File: src/rtl/pc_sequencer.sv
// rtl/pc_sequencer.sv - program counter / instruction register sequencing FSM
module pc_sequencer #(
  parameter logic [3:0] HALT_OP = 4'hF,
  parameter logic [3:0] JMP_OP  = 4'hE,
  parameter logic [3:0] BR_OP   = 4'hD
) (
  input  logic        clk,
  input  logic        reset,
  input  logic        run,
  input  logic        mem_ready,
  input  logic [15:0] ir_in,
  input  logic        ex_done,
  input  logic        br_cond,
  output logic        pc_ld,
  output logic        pc_inc,
  output logic        ir_ld,
  output logic        mem_rd,
  output logic        ex_start,
  output logic        halted,
  output logic [2:0]  state,
  output logic [15:0] fetch_count
);

  localparam logic [2:0] ST_INIT   = 3'd0;
  localparam logic [2:0] ST_FETCH  = 3'd1;
  localparam logic [2:0] ST_DECODE = 3'd2;
  localparam logic [2:0] ST_EXEC   = 3'd3;
  localparam logic [2:0] ST_BRANCH = 3'd4;
  localparam logic [2:0] ST_HALT   = 3'd5;

  logic [2:0] state_q;
  logic [2:0] state_d;
  logic [3:0] opcode_q;
  logic       take_q;
  logic       ex_first_q;
  logic       fetch_fire;

  assign state      = state_q;
  assign fetch_fire = (state_q == ST_FETCH) && mem_ready;

  always_ff @(posedge clk or posedge reset) begin
    if (reset) begin
      state_q <= ST_INIT;
    end else begin
      state_q <= state_d;
    end
  end

  always_comb begin
    state_d = ST_INIT;
    case (state_q)
      ST_INIT:   state_d = ST_FETCH;
      ST_FETCH:  state_d = mem_ready ? ST_DECODE : ST_FETCH;
      ST_DECODE: begin
        if (opcode_q == HALT_OP) begin
          state_d = ST_HALT;
        end else if ((opcode_q == JMP_OP) || (opcode_q == BR_OP)) begin
          state_d = ST_BRANCH;
        end else begin
          state_d = ST_EXEC;
        end
      end
      ST_EXEC:   state_d = ex_done ? ST_FETCH : ST_EXEC;
      ST_BRANCH: state_d = ST_FETCH;
      ST_HALT:   state_d = run ? ST_FETCH : ST_HALT;
      default:   state_d = ST_INIT;
    endcase
  end

  // Opcode, branch-take flag, EXEC entry flag and debug fetch counter.
  always_ff @(posedge clk or posedge reset) begin
    if (reset) begin
      opcode_q    <= 4'h0;
      take_q      <= 1'b0;
      ex_first_q  <= 1'b0;
      fetch_count <= 16'h0000;
    end else begin
      if (fetch_fire) begin
        opcode_q    <= ir_in[15:12];
        fetch_count <= fetch_count + 16'h0001;
      end
      if (state_q == ST_DECODE) begin
        if (opcode_q == JMP_OP) begin
          take_q <= 1'b1;
        end else if (opcode_q == BR_OP) begin
          take_q <= br_cond;
        end
      end else if (state_q == ST_BRANCH) begin
        take_q <= 1'b0;
      end
      ex_first_q <= (state_q == ST_DECODE) && (state_d == ST_EXEC);
    end
  end

  // pc_ld is gated to BRANCH and pc_inc to FETCH, so they can never overlap.
  always_comb begin
    mem_rd   = (state_q == ST_FETCH);
    ir_ld    = fetch_fire;
    pc_inc   = fetch_fire;
    pc_ld    = (state_q == ST_BRANCH) && take_q;
    ex_start = (state_q == ST_EXEC) && ex_first_q;
    halted   = (state_q == ST_HALT);
  end

endmodule

File: config.mk
export PLATFORM = sky130hd
export DESIGN_NAME = pc_sequencer
export DESIGN_NICKNAME = d
export VERILOG_FILES = /design/src/rtl/pc_sequencer.sv
export SDC_FILE = /design/constraint.sdc
export NUM_CORES = 1
export LEC_CHECK = 0
export ABC_AREA = 1
export CAP_MARGIN = 20
export CORE_MARGIN = 2
export CORE_UTILIZATION = 35
export CTS_BUF_LIST = sky130_fd_sc_hd__clkbuf_16
export CTS_CLUSTER_SIZE = 10
export DETAILED_ROUTE_END_ITERATION = 10
export PLACE_DENSITY = 0.66
export SLEW_MARGIN = 20
export SYNTH_ARGS = -nofsm -noshare
export SYNTH_HDL_FRONTEND = slang
export SYNTH_SLANG_ARGS = --single-unit
File: constraint.sdc
create_clock -name clk -period 1.2 [get_ports clk]
set_input_delay 0.18 -clock clk [delete_from_list [all_inputs] [get_ports clk]]
set_output_delay 0.18 -clock clk [all_outputs]
set_load 0.02 [all_outputs]
==> results.txt <==
----------------------------------------------------
[Placement]
  Number of buffers added on ports ... 34
  Area after detailed placement ... 1970 um2
  Final weighted congestion of routability-driven global placement ... 0.830
  Number of placed cells counting well taps ... 281
  Half-perimeter wire length of the detailed placement result ... 2280 um

[Routing]
  Per-cell via count in the routed design ... 4.71
  Number of vias after detailed routing ... 1,440
  Initial DRC count ... 36
  Average wire per cell in the routed design ... 12.9 um
  Total iterations of the first detailed-routing run ... 4
  Post-Route WL ... 3950 um
  DRC viols ... 0
  Residual antenna-violating net count after detailed routing ... 0

[CTS]
  CTS tree ... built
  Worst-Skew Late Latency ... 0.26 ns
  Cell chosen for the clock root ... clkbuf_16
  CTS buffer count ... 3
  Clock-pin slew reported for the worst setup and hold paths after clock tree synthesis ... 0.06 ns
  Number of hold buffers added after CTS ... 0
  # H-tree levels ... 1
  CTS max path bufs ... 2
  TritonCTS Sinks ... 25

[Synth]
  Dominant combinational cell family by area after synthesis ... simple AND/OR/NAND/NOR gates
  Yosys warns ... 0
  Fraction of the yosys area taken by sequential cells ... 0.446
  Synthesized flop and latch total ... 25
  Share of synthesized area spent on multiplexers ... 0
  Xor/xnor cell area share of the yosys netlist ... 0.0500
  Area fraction in and, or, nand and nor cells after synthesis ... 0.346
  Syn_nets ... 205
  Cell count after synthesis ... 182
  Cell variety after synth ... 27
  Share of synthesized cell area in full adder, half adder and majority cells ... 0.00893
  Mean Syn Cell Area ... 7.70 um2
  Fraction of the mapped netlist area in compound gates ... 0.0536
  Post-synthesis instance area ... 1400 um2

[Timing]
  Final clock period utilization by the worst path ... 1.16
  Max transition margin ... 0.854
  Final setup slack of the worst path ... -0.198 ns
  Max-slew violation total from the final report ... 0
  Maximum operating frequency ... 715 MHz
  Worst-Margin Slew ... 0.220 ns
  Post-layout min period ... 1.40 ns
  Final hold slack ... 0.254 ns
  Setup TNS after final layout ... -2.90 ns
  Setup repair after global routing missed its margin ... yes
  Final setup violation count ... 25
  Final hold violation count ... 0
  Clock Skew ... 0.00152 ns

[Die]
  Number of standard-cell rows in the floorplan ... 22
  Core Footprint ... 3740 um2
  Number of primary I/O pins ... 47
  Horiz. Die Dim ... 67.3 um
  Die Area ... 4530 um2
  DIE HEIGHT ... 67.3 um
  Effective utilization at floorplan ... 0.374

[Worst setup path]
  Critical Path Sink ... ir_ld
  Element type at the critical path start ... flip-flop
  Max FO, Critical Path ... 5
  Origin of the worst setup path ... state[2]
  Crit Reg-Reg Startpoint ... state[2]
  Endpoint of the lowest-slack register-to-register path ... fetch_count[8]
  Worst path arrival time ... 1.22 ns
  Endpoint type of the worst setup path ... primary output
  Data required time of the critical path ... 1.02 ns
  Class of the most critical setup path ... reg2out
  FF-to-FF path depth ... 7
  Register-to-Register Setup Slack ... -0.19 ns

[Global route]
  Layer carrying the most global-route usage ... met2
  Global-route wire length before repair ... 5800 um
  Maximum number of pins on one net before global-route repair ... 26
  Number of antenna violations at the first check in global routing ... 0
  Overflow after GRT ... 0
  Overall track demand over capacity in global routing ... 0.175
  Vias in the first global route ... 1,253
  GR Util met3 ... 0.0300
  Met2 Track Usage GR ... 0.296
  GR met1 Demand/Resource ... 0.209

[Hold path]
  Path category of the worst min-delay check ... in2async

[Cells and area]
  Antenna diode instance count ... 0
  Cell area after layout ... 2470 um2
  Final Instance Count excl. Fillers ... 306
  Layout fillers ... 324
  Final nets ... 282
  Ratio of cells with drive above 1 in the final layout ... 0.512
  Layout area overhead ... 76.1%

[Run]
  Max-cap violations ... 0

[Power and ir drop]
  PwrDens ... 1980 nW/um2
  Pwr Total ... 4.88 mW
  Peak supply drop ... 1.42 mV
  Leakage dissipation ... 1.22 nW

[Outcome]
  Violations in the final reports ... negative setup slack
  Outcome ... complete, but fails checks

----------------------------------------------------
[metrics by stage]
stage / utilization / setup WS (ns)
floorplan: - / -0.0450
global placement: 0.527 / -0.475
detailed placement: 0.527 / -0.468
CTS: 0.589 / -0.212
global route: 0.659 / -0.278
finish: 0.659 / -0.198
[cell families (layout without fill, tap and decap cells)]
kind of cell / Yosys count / after routing
compound gates: 14 / 14
simple gates: 104 / 104
flops: 25 / 25
xor+xnor: 8 / 8
buf+inv: 30 / 106
fa+ha+maj: 1 / 1
[critical path, stage by stage, from the launching register on]
cell and delay (ns):
dfrtp_2 0.45, nor2_4 0.15, nand3_4 0.13, inv_8 0.10
buf_6 0.12
[registers in the layout, indices dropped and copies added (netlist names)]
register / cells
fetch_count: 16
take_q: 1
ex_first_q: 1
opcode_q: 4
state: 3
[timing repair]
action	CTS	global route
setup endpoints to repair	34	40
gates resized for setup	91	79
setup buffers	8	14
cloned	1	1
pin swaps	6	22
[power by group]
part	leakage, nW	total, mW	internal (mW)	switching (mW)
Clock	0.0423	0.752	0.446	0.306
Combinational	0.868	2.69	1.30	1.39
Sequential	0.311	1.43	1.12	0.310
Total	1.22	4.88	2.87	2.01
[synthesized netlist by cell type (all sizes together)]
master | n | area share
inv | 26 | 0.070
nor2 | 24 | 0.094
a21oi | 2 | 0.0071
o21ai | 9 | 0.032
nand2 | 65 | 0.18
xor2 | 3 | 0.019
xnor2 | 5 | 0.031
o22ai | 1 | 0.0045
nand3 | 10 | 0.048
o211ai | 1 | 0.0054
a31oi | 1 | 0.0045
nor3 | 1 | 0.0036
ha | 1 | 0.0089
dfrtp | 25 | 0.45
nand4 | 4 | 0.018
buf | 4 | 0.025
[final cells by class]
type	instances	area, um2	area share
clock inverters	1	3.75	0.00152
inverters	26	110	0.0446
well taps	48	60.1	0.0243
clock buffers	3	75.1	0.0304
multi-input cells	127	867	0.351
flip-flops and latches	25	638	0.259
repair buffers	76	713	0.289
[how the worst min path moves through the flow]
stage                            from        endpoint  slack, ns
after floorplan                 reset      ex_first_q       0.21
after global placement    opcode_q[3]     opcode_q[3]       0.46
after detailed placement  opcode_q[3]     opcode_q[3]       0.48
after CTS                       reset  fetch_count[5]       0.26
after global routing            reset  fetch_count[5]       0.27
final                           reset  fetch_count[5]       0.25
[layout by cell type (no fill, tap or decap), types with 3 or more instances in the layout]
master,Yosys,routed
nor2_1,17,9
xor2_1,3,3
nand2_2,2,16
nand3_2,1,5
inv_1,23,21
nor2_4,2,8
inv_2,3,3
buf_6,2,14
xnor2_1,5,3
nand2_4,1,8
dlygate4sd2_1,0,6
o21ai_1,3,4
buf_4,1,31
nand4_1,4,4
o21ai_2,0,4
buf_12,0,4
nor2_2,4,6
clkdlybuf4s50_1,0,9
dfrtp_1,25,15
dfrtp_2,0,10
nand2_1,62,41
clkbuf_16,0,4
nand3_1,8,3
clkbuf_2,0,7
[per-layer routing]
layer	vias to the layer above	share of wire
met5	-	0
met4	0	0.035
met3	11	0.051
met2	46	0.52
met1	664	0.39
li1	719	-
Power figures use the tool's default switching activity.
